===== config.mk =====
export PLATFORM = sky130hd
export DESIGN_NAME = fl_ckpt_ctrl_flat
export DESIGN_NICKNAME = d
export VERILOG_FILES = /design/src/rtl/ckpt_pkg.sv /design/src/rtl/fl_ckpt_ctrl_if.sv /design/src/rtl/ckpt_pri_enc.sv /design/src/rtl/fl_ckpt_ctrl.sv /design/src/flat_wrapper.sv
export SDC_FILE = /design/constraint.sdc
export NUM_CORES = 1
export LEC_CHECK = 0
export ABC_AREA = 1
export CORE_UTILIZATION = 25
export CTS_CLUSTER_DIAMETER = 100
export DETAILED_ROUTE_END_ITERATION = 6
export PLACE_DENSITY = 0.42
export SLEW_MARGIN = 20
export SYNTH_ARGS = -nofsm -noshare
export SYNTH_HDL_FRONTEND = slang
export SYNTH_SLANG_ARGS = --single-unit

===== constraint.sdc =====
create_clock -name clk -period 2.7 [get_ports clk]
set_input_delay 0.27 -clock clk [delete_from_list [all_inputs] [get_ports clk]]
set_output_delay 0.27 -clock clk [all_outputs]
set_load 0.02 [all_outputs]

===== src/rtl/ckpt_pkg.sv =====
// rtl/ckpt_pkg.sv - shared types and sizes for the free-list branch checkpoint controller
package ckpt_pkg;

  localparam int NUM_CKPT = 4;
  localparam int TAG_W    = 2;
  localparam int HEAD_W   = 5;

  typedef logic [TAG_W-1:0]    ckpt_tag_t;
  typedef logic [NUM_CKPT-1:0] ckpt_mask_t;
  typedef logic [HEAD_W-1:0]   ckpt_head_t;

  typedef enum logic {
    IDLE    = 1'b0,
    RECOVER = 1'b1
  } ckpt_state_e;

  function automatic ckpt_mask_t tag_onehot(input ckpt_tag_t tag);
    return ckpt_mask_t'(1) << tag;
  endfunction

endpackage


===== src/rtl/fl_ckpt_ctrl_if.sv =====
// rtl/fl_ckpt_ctrl_if.sv - dispatch/resolve/recovery bundle between pipeline and checkpoint controller
interface fl_ckpt_ctrl_if;
  import ckpt_pkg::*;

  logic       br_dispatch_en_i;
  ckpt_head_t fl_head_i;
  logic       ckpt_avail_o;
  ckpt_tag_t  ckpt_tag_o;
  logic       br_resolve_en_i;
  ckpt_tag_t  br_resolve_tag_i;
  logic       br_mispredict_i;
  logic       flush_i;
  logic       fl_recover_en_o;
  ckpt_head_t fl_recover_head_o;
  ckpt_mask_t squash_mask_o;
  ckpt_mask_t valid_mask_o;

  modport master (
    output br_dispatch_en_i, fl_head_i, br_resolve_en_i, br_resolve_tag_i,
           br_mispredict_i, flush_i,
    input  ckpt_avail_o, ckpt_tag_o, fl_recover_en_o, fl_recover_head_o,
           squash_mask_o, valid_mask_o
  );

  modport slave (
    input  br_dispatch_en_i, fl_head_i, br_resolve_en_i, br_resolve_tag_i,
           br_mispredict_i, flush_i,
    output ckpt_avail_o, ckpt_tag_o, fl_recover_en_o, fl_recover_head_o,
           squash_mask_o, valid_mask_o
  );

endinterface


===== src/rtl/ckpt_pri_enc.sv =====
// rtl/ckpt_pri_enc.sv - lowest-zero finder over an occupancy mask
module ckpt_pri_enc #(
  parameter int W  = 4,
  parameter int IW = (W > 1) ? $clog2(W) : 1
) (
  input  logic [W-1:0]  mask,
  output logic [IW-1:0] idx,
  output logic          any_free
);

  // Scan from the top down so the lowest free index is the last one written.
  always_comb begin
    idx      = '0;
    any_free = 1'b0;
    for (int i = W - 1; i >= 0; i--) begin
      if (!mask[i]) begin
        idx      = IW'(i);
        any_free = 1'b1;
      end
    end
  end

endmodule


===== src/rtl/fl_ckpt_ctrl.sv =====
// rtl/fl_ckpt_ctrl.sv - branch checkpoint controller sequencing free-list head recovery
module fl_ckpt_ctrl
  import ckpt_pkg::*;
(
  input logic           clk,
  input logic           rst_n,
  fl_ckpt_ctrl_if.slave bus
);

  ckpt_mask_t  valid_q;
  ckpt_mask_t  dep_q  [NUM_CKPT];
  ckpt_head_t  head_q [NUM_CKPT];
  ckpt_state_e state_q;
  logic        rec_en_q;
  ckpt_head_t  rec_head_q;
  ckpt_mask_t  squash_q;

  ckpt_tag_t   free_idx;
  logic        any_free;
  logic        avail;
  logic        res_hit;
  logic        mis;
  logic        cor;
  logic        alloc;
  ckpt_mask_t  squash_set;
  ckpt_mask_t  clr_mask;

  ckpt_pri_enc #(
    .W  (NUM_CKPT),
    .IW (TAG_W)
  ) u_pri_enc (
    .mask     (valid_q),
    .idx      (free_idx),
    .any_free (any_free)
  );

  assign avail                 = any_free && (state_q == IDLE);
  assign bus.ckpt_avail_o      = avail;
  assign bus.ckpt_tag_o        = free_idx;
  assign bus.valid_mask_o      = valid_q;
  assign bus.fl_recover_en_o   = rec_en_q;
  assign bus.fl_recover_head_o = rec_head_q;
  assign bus.squash_mask_o     = squash_q;

  // A slot younger than the mispredicting branch is exactly one whose dep still names it.
  always_comb begin
    res_hit    = bus.br_resolve_en_i && valid_q[bus.br_resolve_tag_i];
    mis        = res_hit && bus.br_mispredict_i;
    cor        = res_hit && !bus.br_mispredict_i;
    squash_set = tag_onehot(bus.br_resolve_tag_i);
    for (int i = 0; i < NUM_CKPT; i++) begin
      if (valid_q[i] && dep_q[i][bus.br_resolve_tag_i]) begin
        squash_set[i] = 1'b1;
      end
    end
    clr_mask = '0;
    if (mis) begin
      clr_mask = squash_set;
    end else if (cor) begin
      clr_mask = tag_onehot(bus.br_resolve_tag_i);
    end
    alloc = bus.br_dispatch_en_i && avail && !mis;
  end

  always_ff @(posedge clk or negedge rst_n) begin
    if (!rst_n) begin
      valid_q    <= '0;
      state_q    <= IDLE;
      rec_en_q   <= 1'b0;
      rec_head_q <= '0;
      squash_q   <= '0;
      for (int i = 0; i < NUM_CKPT; i++) begin
        dep_q[i]  <= '0;
        head_q[i] <= '0;
      end
    end else if (bus.flush_i) begin
      valid_q  <= '0;
      state_q  <= IDLE;
      rec_en_q <= 1'b0;
      squash_q <= '0;
      for (int i = 0; i < NUM_CKPT; i++) begin
        dep_q[i] <= '0;
      end
    end else begin
      valid_q <= (valid_q & ~clr_mask) | (alloc ? tag_onehot(free_idx) : '0);
      for (int i = 0; i < NUM_CKPT; i++) begin
        dep_q[i] <= dep_q[i] & ~clr_mask;
      end
      // The granted slot was free under the registered mask, so it never collides with clr_mask.
      if (alloc) begin
        dep_q[free_idx]  <= valid_q & ~clr_mask;
        head_q[free_idx] <= bus.fl_head_i;
      end
      state_q  <= mis ? RECOVER : IDLE;
      rec_en_q <= mis;
      squash_q <= mis ? clr_mask : '0;
      if (mis) begin
        rec_head_q <= head_q[bus.br_resolve_tag_i];
      end
    end
  end

endmodule


===== src/flat_wrapper.sv =====
// flat-port wrapper written by rule: the top's interface ports become plain ports
module fl_ckpt_ctrl_flat import ckpt_pkg::*;
  (clk, rst_n, bus_br_dispatch_en_i, bus_fl_head_i, bus_br_resolve_en_i, bus_br_resolve_tag_i, bus_br_mispredict_i, bus_flush_i, bus_ckpt_avail_o, bus_ckpt_tag_o, bus_fl_recover_en_o, bus_fl_recover_head_o, bus_squash_mask_o, bus_valid_mask_o);
  fl_ckpt_ctrl_if bus_i ();
  input logic clk;
  input logic rst_n;
  input wire logic [$bits(bus_i.br_dispatch_en_i)-1:0] bus_br_dispatch_en_i;
  input wire logic [$bits(bus_i.fl_head_i)-1:0] bus_fl_head_i;
  input wire logic [$bits(bus_i.br_resolve_en_i)-1:0] bus_br_resolve_en_i;
  input wire logic [$bits(bus_i.br_resolve_tag_i)-1:0] bus_br_resolve_tag_i;
  input wire logic [$bits(bus_i.br_mispredict_i)-1:0] bus_br_mispredict_i;
  input wire logic [$bits(bus_i.flush_i)-1:0] bus_flush_i;
  output wire logic [$bits(bus_i.ckpt_avail_o)-1:0] bus_ckpt_avail_o;
  output wire logic [$bits(bus_i.ckpt_tag_o)-1:0] bus_ckpt_tag_o;
  output wire logic [$bits(bus_i.fl_recover_en_o)-1:0] bus_fl_recover_en_o;
  output wire logic [$bits(bus_i.fl_recover_head_o)-1:0] bus_fl_recover_head_o;
  output wire logic [$bits(bus_i.squash_mask_o)-1:0] bus_squash_mask_o;
  output wire logic [$bits(bus_i.valid_mask_o)-1:0] bus_valid_mask_o;
  assign bus_i.br_dispatch_en_i = bus_br_dispatch_en_i;
  assign bus_i.fl_head_i = bus_fl_head_i;
  assign bus_i.br_resolve_en_i = bus_br_resolve_en_i;
  assign bus_i.br_resolve_tag_i = bus_br_resolve_tag_i;
  assign bus_i.br_mispredict_i = bus_br_mispredict_i;
  assign bus_i.flush_i = bus_flush_i;
  assign bus_ckpt_avail_o = bus_i.ckpt_avail_o;
  assign bus_ckpt_tag_o = bus_i.ckpt_tag_o;
  assign bus_fl_recover_en_o = bus_i.fl_recover_en_o;
  assign bus_fl_recover_head_o = bus_i.fl_recover_head_o;
  assign bus_squash_mask_o = bus_i.squash_mask_o;
  assign bus_valid_mask_o = bus_i.valid_mask_o;
  fl_ckpt_ctrl u_core (.clk(clk), .rst_n(rst_n), .bus(bus_i));
endmodule

# ---- Word-level counts from Yosys, hierarchy flattened
# Index checks and enable logic that the tools add are counted.
dict set report totals {
  reg_bits 51
  output_inout_bits 17
  elab_cells 87
}
dict set report op_classes {
  order_cmp 4
  n_shift 2
  mux 42
  n_bitwise 11
  n_reduce_logical 15
}
# operator n
set ops {}
lappend ops {{16-bit two-way mux} 2}
lappend ops {{4-bit two-way mux} 7}
lappend ops {{4-bit bitwise AND} 5}
lappend ops {{20-bit bitwise mux} 1}
lappend ops {{16-bit bitwise mux} 1}
lappend ops {{1-bit two-way mux} 16}
lappend ops {{5-bit two-way mux} 3}
lappend ops {{1-bit logical AND} 11}
lappend ops {{1-bit binary-select mux with 2-bit select} 5}
lappend ops {{5-bit binary-select mux with 2-bit select} 1}
lappend ops {{5-bit demux with 2-bit select} 1}
lappend ops {{4-bit demux with 2-bit select} 1}
lappend ops {{2-bit two-way mux} 4}
lappend ops {{1-bit by 2-bit << shifter with 4-bit output (first input constant)} 2}
lappend ops {{3-bit >= comparator (second input constant)} 2}
lappend ops {{2-bit NOT with 3-bit output} 2}
lappend ops {{4-bit NOT} 1}
lappend ops {{4-bit bitwise OR} 1}
lappend ops {{2-bit AND reduction} 2}
lappend ops {{2-bit by 3-bit < comparator with 1-bit output (second input constant)} 1}
lappend ops {{3-bit by 1-bit < comparator with 1-bit output (second input constant)} 1}
lappend ops {{1-bit logical NOT} 2}
lappend ops {{1-bit NOT} 2}

# ---- Depth between registers and ports, before layout
# Gate-level depths: netlist of run 1.
dict set report depth {
  ltp_word 12
  depth_mapped 12
}

# ---- Modules after synthesis
# From an unflattened synthesis of run 1, not the netlist that was laid out.
dict set report unflattened {
  cells_unflattened 320
  hier_area_um2 2403.6
}
# mod instances cells_each area_per_inst_um2 seq_area_each_um2
set by_module_without_submodules {}
lappend by_module_without_submodules {fl_ckpt_ctrl 1 311 2367.3 1151.1}
lappend by_module_without_submodules {ckpt_pri_enc 1 9 36.3 0.0}

# ---- Worst setup path after synthesis of run 1
# OpenSTA, ideal clock, no wires.
dict set report synth_path {
  path_kind {register to register}
  from {register u_core.valid_q[1] (netlist: u_core.bus.valid_mask_o[1])}
  to {register u_core.head_q[15] in the netlist's numbering}
  setup_ns 0.123
  arrival_ns 1.536
  t_required_ns 2.577
  path_slack_ns 1.041
  path_stages_with_launch 9
  path_buffers 2
  path_cell_list {dfrtp_1 > buf_2 > nand2_2 > nor2_1 > nor3b_4 > nand3b_1 > buf_2 > o21ai_0 > nand2_1}
}
dict set report synth_between {
  elab_chain_len 8
  elab_cells_between_ends 20
  classes_between {order compare (2); mux (9); bitwise (1); reduce/logical (8)}
}
# element line_no
set synth_lines {}
lappend synth_lines {{start, declared} fl_ckpt_ctrl.sv:10} ;# ckpt_mask_t valid_q;
lappend synth_lines {{start signal, assigned} fl_ckpt_ctrl.sv:85} ;# valid_q <= (valid_q & ~clr_mask) | (alloc ? tag_onehot(free_idx) : '0);
lappend synth_lines {{2-bit two-way mux (2 in series)} ckpt_pri_enc.sv:16} ;# if (!mask[i]) begin
lappend synth_lines {{2-bit NOT with 3-bit output (not written as such)} fl_ckpt_ctrl.sv:92} ;# head_q[free_idx] <= bus.fl_head_i;
lappend synth_lines {{3-bit >= comparator (not written as such) / 3-bit by 1-bit < comparator with 1-bit output (equally long branches)} fl_ckpt_ctrl.sv:92}
lappend synth_lines {{1-bit logical AND (not written as such)} fl_ckpt_ctrl.sv:92}
lappend synth_lines {{5-bit two-way mux (not written as such)} fl_ckpt_ctrl.sv:92}
lappend synth_lines {{5-bit demux with 2-bit select} fl_ckpt_ctrl.sv:92}
lappend synth_lines {{20-bit bitwise mux} fl_ckpt_ctrl.sv:92}
lappend synth_lines {{end signal, assigned by index} fl_ckpt_ctrl.sv:92}
lappend synth_lines {{end, declared} fl_ckpt_ctrl.sv:12} ;# ckpt_head_t head_q [NUM_CKPT];
# Several ways; a longest one is shown, not always the timed one. The select of a mux whose other input is x is not followed.
# A chain may end at the register's enable or synchronous reset.

# ---- Final worst setup path of run 1
dict set report layout_path {
  from {register u_core.valid_q[2] (netlist: u_core.bus.valid_mask_o[2])}
  to {output port bus_ckpt_tag_o[0]}
}
dict set report layout_between {
  elab_chain_len 3
}
# element line_no
set layout_lines {}
lappend layout_lines {{2-bit two-way mux (3 in series)} ckpt_pri_enc.sv:16}
lappend layout_lines {{end, declared} flat_wrapper.sv:14} ;# output wire logic [$bits(bus_i.ckpt_tag_o)-1:0] bus_ckpt_tag_o;
# No other way between the ends.

==> results by stage, run 1 <==
Run status:
- The flow ran to the end, and the final reports show no timing, DRC or antenna violations.

Worst setup path:
- The largest delay contributor family on the critical path is buffers and inverters.
- Traced cell by cell, the critical path runs through inv_1 -> o31ai_1 -> clkdlybuf4s50_1.
- The worst setup path is captured at an output port.
- The slowest stage of the critical path is the sky130_fd_sc_hd__clkdlybuf4s50_1 cell.
- The kind of critical path is reg2out.
- The critical path data arrival time is approximately 2.0 ns.
- The maximum single-stage delay on the critical path is 0.66 ns.
- The nature of the critical path startpoint is a flop.
- The required arrival time at the worst endpoint is between 2 and 2.5 ns.
- The buffers plus inverters on the worst setup path is 2.
- The largest driver fanout on the critical path is 10.

Pwr:
- The highest ir drop seen on vdd is 200 uV.
- The power density over the cells is ~540 nW/um^2.
- In this run the static leakage power is 1.41 nW.

Routing:
- After the first detailed-routing iteration, the DRC count stood at approximately 180.
- Summed over all layers, the routed wires come to 6410 um.
- In this run the remaining antenna-violating nets after routing total 0.
- After detailed routing, the average wire length per cell comes to 14.6 um.
- Detailed routing inserted a total of about 2000 vias.
- The DRC violations left is 0.
- Dividing the detail-routed via count by the number of cells gives 4.50.
- The total iterations of the first detailed-routing run is 5.

Synth:
- The synthesized cell area is 2270 um^2.
- After technology mapping, the gate count stands at 299.
- The mean instance size in the synthesized netlist is 7.58 um^2.
- Synthesis produced a netlist with a net count of around 310.
- The number of warnings reported in the yosys synthesis log is 0.
- The number of distinct standard cells referenced by the synthesized netlist is 26.
- The share of the yosys chip area belonging to registers is about 50%.
- The register bit total from synthesis is between 40 and 50.

Placement:
- The area of placed instances is 2680 um^2.
- The worst setup timing slack at the placement stage is ~0.23 ns.
- Including well taps, the total number of placed cells is around 430.
- The wire-length estimate of the detail-placed layout is 4760 um.
- The global placer's final weighted congestion is approximately 0.83.
- Buffers placed on the I/O ports in this run total 29.

Clock network:
- The tree is rooted in a sky130_fd_sc_hd__clkbuf_8.
- The CTS tree is done.
- Counting every sink on the clock net gives 46.
- The number of setup buffers added after CTS is 0.
- The source-to-sink clock delay at the later pin of the worst-skew pair is 0.30 ns.
- The CTS clock-pin slew for the worst setup and hold paths is 0.09 ns.
- For this design, the CTS-stage hold fixing added 0 buffers.
- TritonCTS created 5 clock buffers.
- Counting along the longest clock path gives a buffer depth of 2.
- The number of instances resized during post-cts repair is 0.
- The number of levels in the clock H-tree is 2.

Floorplan:
- The initial standard-cell utilization of the core is 25.9%.
- The row count is 34.
- The count of pins on the block boundary is 30.
- The die outline area is 9450 um^2.
- In this run the standard cell core region covers 8760 um^2.
- From left edge to right edge, the die measures 97.2 um.
- From bottom edge to top edge, the die measures 97.2 um.

Final layout:
- At the end of the flow, the number of nets in the layout was 345.
- Relative to the synthesized area, the layout overhead comes to 21.9%.
- The share of layout cells above drive strength 1 is 7.23%.
- The library cell used most frequently in the layout, excluding fill and tap cells, is sky130_fd_sc_hd__nand2_1.
- The finished cells cover 2760 um^2.
- The number of antenna diodes in the final layout is 0.
- The finished layout holds 440 standard cells, fillers aside.
- Leaving out fill and tap cells, the most frequent cells in the layout are sky130_fd_sc_hd__nand2_1 (117), sky130_fd_sc_hd__dfrtp_1 (46), sky130_fd_sc_hd__inv_1 (33).

GRT:
- The global route total overflow is 0.
- The initial antenna violation count is 0.
- The wire length of the first global-routing pass is between 10000 and 15000 um.
- Global routing used 14.1% of the available tracks.
- Entering global routing, the biggest net connects 37 pins.
- The via count of the first global-routing pass was 1914.

Timing:
- Setup violations remaining at the end of the flow were counted as 0.
- After routing, the total negative slack on setup checks comes to 0 ns.
- The hold violation count in the final report came to 0.
- Of the available clock period, the critical path in the final layout requires between 80% and 90%.
- Setup repair after global routing left no endpoint under its margin.
- Across all setup checks in the final design, the least slack found is 0.443 ns.
- The smallest clock period supported by the final layout is computed as 2.26 ns.
- For the pin with the worst max-slew slack, the measured transition is 0.837 ns.
- Between clock sinks in the finished design, the worst skew comes to 0.00788 ns.
- The relative max-transition margin is between 40% and 50%.
- The final-report max-slew violation count is 0.
- Static timing analysis puts the maximum clock frequency at 443 MHz.

Hold path:
- The worst hold path class is in2async.

Job:
- Max-cap violations in this run came to 0.
-- final timing paths --
path | start | endpoint | slack (ns) | depth (start not counted)
hold reg to reg | u_core.bus.fl_recover_head_o[1] | u_core.bus.fl_recover_head_o[1] | 0.49 | 2
setup reg to reg | u_core.bus.valid_mask_o[1] | u_core.head_q[18] | 0.50 | 7
max in group asynchronous | rst_n | u_core.head_q[15] | 2.01 | 2
hold / removal | rst_n | u_core.dep_q[1] | 0.06 | 1
setup / recovery | u_core.bus.valid_mask_o[2] | bus_ckpt_tag_o[0] | 0.44 | 3
min in group clk | u_core.bus.fl_recover_head_o[1] | u_core.bus.fl_recover_head_o[1] | 0.49 | 2
-- where the power goes --
group,total (W),internal (W),leakage (nW),switching (W)
logic,0.000279,0.000114,0.772,0.000166
registers,0.000811,0.000766,0.599,0.0000446
clock network,0.000413,0.000178,0.0373,0.000235
total,0.00150,0.00106,1.41,0.000445
-- sequential cells by signal, indices dropped and copies added (netlist names) --
register                      count
u_core.bus.squash_mask_o          4
u_core.bus.fl_recover_head_o      5
u_core.bus.fl_recover_en_o        1
u_core.bus.valid_mask_o           4
u_core.head_q                    20
u_core.dep_q                     12
-- through the flow --
| step | utilization, % | power [W] | hold slack, ns |
|---|---|---|---|
| floorplan | - | 0.000973 | -0.0256 |
| global placement | 30.6 | 0.00111 | 0.442 |
| detailed placement | 30.6 | 0.00111 | 0.433 |
| CTS | 31.5 | 0.00152 | 0.101 |
| global route | 31.5 | 0.00159 | 0.136 |
| finish | 31.5 | 0.00150 | 0.0593 |
-- cells by family (layout without fill, tap and decap cells) --
kind of cell           after synthesis  after routing  share of synthesized area, %
buffers and inverters               45             78                          8.12
AO/OA/AOI/OAI                       47             47                          11.2
AND/OR/NAND/NOR                    161            161                          29.9
flip-flops                          46             46                          50.8
-- cells in the mapped netlist, drive strengths merged --
library cell / number / share of area, %
nand2: 118 / 20
dfrtp: 46 / 51
inv: 36 / 6.0
o21ai: 23 / 5.1
nor2: 19 / 3.5
nand3: 17 / 4.0
a21oi: 16 / 3.5
buf: 8 / 2.0
a22oi: 5 / 1.7
nand4: 3 / 1.1
a21boi: 1 / 0.33
a31oi: 1 / 0.28
clkbuf: 1 / 0.17
nand3b: 1 / 0.33
nor3: 1 / 0.22
nor3b: 1 / 0.83
o31ai: 1 / 0.33
or2: 1 / 0.28
-- routing by layer --
layer	track usage, %	vias to the layer above	routed length, um	part of all wire [%]
met5	0	-	0	0
met4	3.44	0	31	0.48
met3	2.09	4	266	4.1
met2	21.3	50	2800	44
met1	21.1	925	3310	52
li1	-	1002	-	-
-- area by class of cell --
| cell class | instances | area, um^2 |
|---|---|---|
| clock buffers | 6 | 72.6 |
| fillers | 940 | 6000 |
| flip-flops and latches | 46 | 1150 |
| well taps | 108 | 135 |
| repair buffers | 35 | 330 |
| clock inverters | 1 | 7.51 |
| inverters | 36 | 135 |
| multi-input cells | 208 | 931 |
No activity file was read; power rests on OpenSTA's default activity.
==> run 2, diff against run 1 <==
==> constraint.sdc (replaced) <==
create_clock -name clk -period 2.2 [get_ports clk]
set_input_delay 0.22 -clock clk [delete_from_list [all_inputs] [get_ports clk]]
set_output_delay 0.22 -clock clk [all_outputs]
set_load 0.02 [all_outputs]
==> run 2 against run 1 <==
Setup slack worse by 0.26 ns; largest power group unchanged; sequential cell count is the same; final area is 2.8% higher; power is 25% higher; largest cell class unchanged.
==> results by stage, run 2 (synthesis results as in run 1) <==
Clock network:
- Counting the buffers created by CTS gives 5.
- The root buffer cell chosen for the clock tree is sky130_fd_sc_hd__clkbuf_8.
- The CTS clock-pin slew for the worst setup and hold paths is ~0.090 ns.
- The number of levels in the clock H-tree is 2.
- The clock reaches the later pin of the worst-skew pair after 0.30 ns.
- The clock passes through at most 2 buffers.
- The number of sinks on the clock net is 46.
- The CTS tree is done.

Final layout:
- Of the cells placed in the final design, the portion with a size suffix greater than 1 is 9.94%.
- Once layout is done, the placed cells without fillers occupy ~2800 um^2.
- The library cells used most frequently in the layout, excluding fill and tap cells, are sky130_fd_sc_hd__nand2_1 (117), sky130_fd_sc_hd__dfrtp_1 (46), sky130_fd_sc_hd__inv_1 (33).
- The flip-flop count of the largest register, all copies and words added is 20.
- The library cell used most frequently in the layout, excluding fill and tap cells, is sky130_fd_sc_hd__nand2_1.
- The sequential cell area is 1150 um^2.
- The total area of multi-input combinational cells is about 930 um^2.
- The number of antenna diodes in the final layout is 0.
- The net count of the finished layout is 354.
- The signed area change from the synthesized netlist to the final layout is 25.3%.
- Counting flops per register, the top entry is u_core.head_q.
- Fill cells in the final layout number 937.
- At the end of the flow the core is filled with cells to between 30% and 40%.

Worst setup path:
- STA classifies the critical path startpoint as a flop.
- By startpoint and endpoint, the worst setup path is classified as reg2out.
- Of all nets on the critical path, the largest fanout is 6.
- The kind of capture point of the worst setup path is an output port.
- The required arrival time at the worst endpoint is slightly below 2 ns.
- Data on the critical path arrives at its endpoint at 1.80 ns.

Routing:
- Dividing the detail-routed via count by the number of cells gives 4.48.
- The wire length per cell after detailed routing is 14.0 um.
- In this run, the number of DRC markers left after iteration 0 of detailed routing was ~140.
- The routed layout has 2017 vias.
- The pre-antenna-repair detailed-routing pass consisted of 4 iterations.
- The routed wire length is 6290 um.
- The number of nets with antenna violations after routing is 0.
- In the routed design, unresolved DRC markers number 0.

GRT:
- The maximum number of pins on one net before global-route repair is between 40 and 50.
- The global router's overall resource usage is 14.2%.
- The global route total overflow is 0.
- The wire length of the first global-routing pass is 10700 um.
- The via count of the first global-routing pass is approximately 2000.
- The initial antenna violation count is 0.

Timing:
- The fmax is 496 MHz.
- The number of failing setup endpoints in the final timing report is 0.
- The final worst clock skew is ~0.0090 ns.
- The hold violation count in the final report is 0.
- The final-report max-slew violation count is 0.
- Setup repair after global routing left no endpoint under its margin.
- The total negative slack is 0 ns.
- Measured against its own limit, the worst slew margin works out to 58.8%.
- For the pin with the worst max-slew slack, the measured transition is ~0.62 ns.
- The shortest period the worst path allows is 2.02 ns.
- Of the available clock period, the critical path in the final layout requires 91.7%.

Pwr:
- Summed over all nets, the switching power comes to 0.000559 W.
- The cell-internal power is 0.00131 W.
- Per report_power, the clock group accounts for 28.3% of the total.
- The static leakage is 1.48 nW.
- The portion of total power attributed to sequential cells is 53.1%.
- The net switching fraction of the power is 29.9%.
- The highest ir drop seen on vdd is 208 uV.
- The share of total power dissipated in combinational logic is a little under a fifth.
- The power density over the cells is 659 nW/um^2.

Placement:
- The detailed placement HPWL is ~4800 um.
- The area of placed instances is 2750 um^2.
- The global placer's final weighted congestion is 0.846.
- The quantity of I/O buffers inserted on ports is 29.

Run status:
- The flow ran to the end, and the final reports show no timing, DRC or antenna violations.

Hold path:
- The worst hold path class is in2async.

Floorplan:
- The count of pins on the block boundary is 30.
- The row count is 34.
- The initial standard-cell utilization of the core is 25.9%.
- The die boundary height is 97.2 um.
- The die is around 97 um wide.
- The die covers 9450 um^2.
- After floorplanning, the core was sized to cover 8760 um^2.

Job:
- Across the run, the number of max-cap violations was 0.
run 2: changes by cell type in the layout (fill, tap and decap cells not counted):
cell,previous run,this run
sky130_fd_sc_hd__buf_4,6,15
sky130_fd_sc_hd__clkdlybuf4s50_1,28,27
sky130_fd_sc_hd__clkinv_2,0,1
sky130_fd_sc_hd__clkinv_4,0,1
sky130_fd_sc_hd__clkinvlp_4,1,0
sky130_fd_sc_hd__dlymetal6s2s_1,0,1
run 2: critical path, cell delays in order, from the launching register on:
cell and delay, ns:
sky130_fd_sc_hd__dfrtp_1 0.52, sky130_fd_sc_hd__nand2_2 0.13, sky130_fd_sc_hd__nor2_1 0.25, sky130_fd_sc_hd__nor2_1 0.06
sky130_fd_sc_hd__clkdlybuf4s50_1 0.54
run 2: worst paths after layout:
kind / cells past startpoint / end / from / slack, ns
max in group asynchronous: 2 / u_core.bus.valid_mask_o[2] / rst_n / 1.77
min in group clk: 2 / u_core.head_q[2] / u_core.head_q[2] / 0.49
hold reg to reg: 2 / u_core.head_q[2] / u_core.head_q[2] / 0.49
setup reg to reg: 7 / u_core.head_q[18] / u_core.bus.valid_mask_o[1] / 0.22
setup / recovery: 4 / bus_ckpt_avail_o / u_core.bus.valid_mask_o[1] / 0.18
hold / removal: 2 / u_core.dep_q[2] / rst_n / 0.004
run 2: per-stage QoR:
stage          worst slack (ns)  power, W  hold slack (ns)  cells
6_report                  0.184   0.00187          0.00416    450
2_1_floorplan             0.541   0.00119          -0.0756    299
3_3_place_gp             0.0847   0.00137            0.371    442
5_1_grt                  0.0668   0.00199           0.0534    450
3_5_place_dp             0.0729   0.00136            0.363    442
4_1_cts                  0.0592   0.00189           0.0301    450
run 2: metal layers:
metal | vias up | part of all wire [%] | track usage, % | routed length, um
li1 | 1023 | - | - | -
met1 | 939 | 51 | 20.7 | 3190
met2 | 50 | 44 | 21.5 | 2750
met3 | 5 | 4.6 | 2.30 | 289
met4 | 0 | 0.92 | 4.59 | 58
met5 | - | 0 | 0 | 0
run 2: layout make-up:
class	count	area share [%]
Sequential cell	46	40.5
Tap cell	108	4.76
Clock inverter	2	0.485
Inverter	36	4.76
Multi-Input combinational cell	208	32.8
Timing Repair Buffer	44	14.1
Clock buffer	6	2.56
run 2: what timing repair did:
item,CTS,global route
buffers inserted,0,0
endpoints found under the setup margin,0,1
resized for setup,0,1
hold buffers,0,0
endpoints found under the hold margin,0,0
run 2: power by group through the flow:
stage                     sequential [W]  combinational, W  clock, W
after global placement           0.00101          0.000355         0
after floorplan                  0.00102          0.000172         0
after global routing             0.00101          0.000396  0.000583
final                           0.000993          0.000350  0.000529
after detailed placement         0.00101          0.000354         0
after CTS                       0.000994          0.000355  0.000546
==> run 3, diff against run 2 <==
--- a/config.mk
+++ b/config.mk
@@ -6,10 +6,11 @@
 export NUM_CORES = 1
 export LEC_CHECK = 0
 export ABC_AREA = 1
-export CORE_UTILIZATION = 25
+export CORE_MARGIN = 2
+export CORE_UTILIZATION = 50
 export CTS_CLUSTER_DIAMETER = 100
 export DETAILED_ROUTE_END_ITERATION = 6
-export PLACE_DENSITY = 0.42
+export PLACE_DENSITY = 0.73
 export SLEW_MARGIN = 20
 export SYNTH_ARGS = -nofsm -noshare
 export SYNTH_HDL_FRONTEND = slang
==> run 3 against run 2 <==
Cell count decreased by 13%; die area is 46% lower; sequential cell count unchanged; sequential share of layout area up 1.4 points; clock-buffer cell count is the same; fmax is 1.7% lower; combinational power shrank 1%; via count increased by 4.4%; global-route usage rose by 9.7 points; highest routed layer unchanged; non-clock buffer count fell by 3; hold slack better by 0.48 ns; clock power down 4.7%.
==> results by stage, run 3 (synthesis results as in run 1) <==
Worst setup path:
- The length in cells of the worst reg-to-reg path is 7.
- The signal on the critical path passes through inv_1 -> nor2_1 -> inv_1 -> o31ai_1 -> clkdlybuf4s50_1.
- The maximum single-stage delay on the critical path is 0.64 ns.
- The largest delay contributor family on the critical path is buffers and inverters.
- Following the worst setup path forward leads to its endpoint at bus_ckpt_tag_o[0].
- The slowest stage of the critical path is the sky130_fd_sc_hd__clkdlybuf4s50_1 cell.
- The required arrival time at the worst endpoint is between 1.5 and 2 ns.
- The nature of the critical path startpoint is a flop.
- The internal reg-to-reg setup slack is 0.31 ns.
- The origin of the worst setup path is u_core.bus.valid_mask_o[0].
- The worst setup path is captured at an output port.
- The number of buffers and inverters on the critical path is 3.
- In this run the number of cells on the critical path is 5.
- The largest driver fanout on the critical path is 6.
- The worst register-to-register path begins at u_core.bus.valid_mask_o[1].
- The most numerous cell on the critical path is sky130_fd_sc_hd__inv_1.
- The worst register-to-register path ends at u_core.head_q[3].
- The kind of critical path is reg2out.
- Data on the critical path arrives at its endpoint at 1.83 ns.

Floorplan:
- The initial standard-cell utilization of the core is 52.0%.
- From left edge to right edge, the die measures 71.3 um.
- In this run the core area contains 24 standard-cell rows.
- From bottom edge to top edge, the die measures between 70 and 80 um.
- The total area inside the core boundary comes to 4350 um^2.
- The floorplan step defined a die boundary enclosing 5090 um^2.
- The count of pins on the block boundary is 30.

Final layout:
- The sequential cell area is 1150 um^2.
- The final cell utilization of the core is between 60% and 70%.
- The register name with the most flops is u_core.head_q.
- Of the cells placed in the final design, the portion with a size suffix greater than 1 is 9.73%.
- The signed area change from the synthesized netlist to the final layout is 21.4%.
- The net total in the final layout is ~350.
- The filler cells instantiated in the layout total 394.
- The repair_antennas step left the layout with diodes totalling 0.
- The final non-filler cell area is roughly 2800 um^2.
- In the layout the commonest cells are sky130_fd_sc_hd__nand2_1 (117), sky130_fd_sc_hd__dfrtp_1 (44), sky130_fd_sc_hd__inv_1 (33).
- The multi-input combinational cells in the finished layout cover a total of 933 um^2.
- The register with the most flip-flops in the layout has 20 of them.
- The most common library cell in the layout ignoring fill and taps is sky130_fd_sc_hd__nand2_1.

Timing:
- The final worst clock skew is roughly 0.0063 ns.
- The relative max-transition margin is between 50% and 60%.
- The number of failing setup endpoints in the final timing report is 0.
- The fmax is just under 500 MHz.
- The final-report max-slew violation count is 0.
- After layout, the minimum clock period comes to 2.05 ns.
- Final hold analysis gives a worst-case slack of 0.482 ns.
- The post-layout worst setup margin is 0.149 ns.
- The worst-margin pin slew is 0.667 ns.
- The hold violation count in the final report is 0.
- The post-route clock period utilization is 93.2%.
- Setup repair after global routing left no endpoint under its margin.

Routing:
- The DRC violations left is 0.
- The total iterations of the first detailed-routing run is 5.
- The wire length per cell after detailed routing is 14.3 um.
- After detailed routing, the total wire length is 5600 um.
- For this block, the initial DRC count from the detailed router was 250.
- The total number of vias is 2106.
- Using the TritonRoute via totals, the vias-per-cell ratio works out to 5.39.
- The number of nets with antenna violations after routing is 0.

GRT:
- The via count of the first global-routing pass is 1843.
- The wire length of the first global-routing pass is 9300 um.
- The global route total overflow is 0.
- Global routing used a little under a quarter of the available tracks.
- The initial antenna violation count is 0.
- The maximum number of pins on one net before global-route repair is 31.

Placement:
- The worst setup timing slack at the placement stage is -0.0176 ns.
- The global placer's final weighted congestion is 0.998.
- The area of placed instances is 2650 um^2.
- Once detailed placement completed, the half-perimeter wirelength came to roughly 4300 um.
- The quantity of I/O buffers inserted on ports is 29.

Clock network:
- The clock root buffer is sky130_fd_sc_hd__clkbuf_8.
- The H-tree was split into 2 levels.
- The number of sinks on the clock net is 46.
- Counting the buffers created by CTS gives 5.
- TritonCTS built the clock tree.
- The clock reaches the later pin of the worst-skew pair after 0.30 ns.
- After clock tree synthesis, the clock-pin slew on the worst setup and hold paths is 0.08 ns.
- The buffer depth of the longest clock path is 2.

Pwr:
- The power density over the cells is 672 nW/um^2.
- The design draws around 0.0018 W.
- IR analysis of the VDD net gives a maximum drop of 394 uV.
- The analysis attributes to cell leakage a power of 1.44 nW.

Hold path:
- The worst hold path class is in2async.

Job:
- Across the run, the number of max-cap violations was 0.

Run status:
- The run finished with clean final reports.
==> run 3: metrics by stage <==
step	cells	TNS, ns
2_1_floorplan	299	0
3_3_place_gp	382	0
3_5_place_dp	382	-0.0286
4_1_cts	391	0
5_1_grt	391	0
6_report	391	0
==> run 3: worst register-to-register path, stage by stage (launching register included) <==
cell and delay, ns:
sky130_fd_sc_hd__dfrtp_2 0.50, sky130_fd_sc_hd__nand2_2 0.13, sky130_fd_sc_hd__nor2_1 0.10, sky130_fd_sc_hd__nor3b_4 0.39, sky130_fd_sc_hd__nand4_1 0.36, sky130_fd_sc_hd__inv_2 0.21
sky130_fd_sc_hd__nand2_1 0.06, sky130_fd_sc_hd__o21ai_0 0.07
==> run 3: area by class of cell <==
class / instances / share of cell area, %
clock buffer: 6 / 2.64
clock inverter: 2 / 0.500
inverter: 36 / 4.91
multi-input combinational: 208 / 33.9
sequential: 46 / 41.9
tap: 52 / 2.36
timing repair buffer: 41 / 13.7
==> run 3: worst min path at each step <==
stage	startpoint	endpoint	cells past startpoint
floorplan	rst_n	u_core.bus.fl_recover_en_o	0
global placement	rst_n	u_core.dep_q[2]	1
detailed placement	rst_n	u_core.dep_q[10]	1
CTS	u_core.head_q[2]	u_core.head_q[2]	2
global route	u_core.head_q[2]	u_core.head_q[2]	2
finish	rst_n	u_core.dep_q[10]	2
==> run 3: power breakdown <==
group	internal (W)	total, W	leakage, nW	switching [W]
clock network	0.000224	0.000504	0.0452	0.000280
logic	0.000146	0.000346	0.801	0.000200
registers	0.000941	0.000999	0.596	0.0000577
total	0.00131	0.00185	1.44	0.000538
==> run 3: what timing repair did <==
action	4_1_cts	5_1_grt
endpoints found under the setup margin	0	7
hold buffers	1	0
buffers inserted	0	0
endpoints found under the hold margin	28	0
gates resized for setup	0	3
==> run 3: layer usage <==
layer | vias up | routed length, um | track usage, %
met5 | - | 0 | 0
met4 | 0 | 66 | 6.29
met3 | 9 | 550 | 6.61
met2 | 119 | 2500 | 34.5
met1 | 955 | 2480 | 35.7
li1 | 1023 | - | -
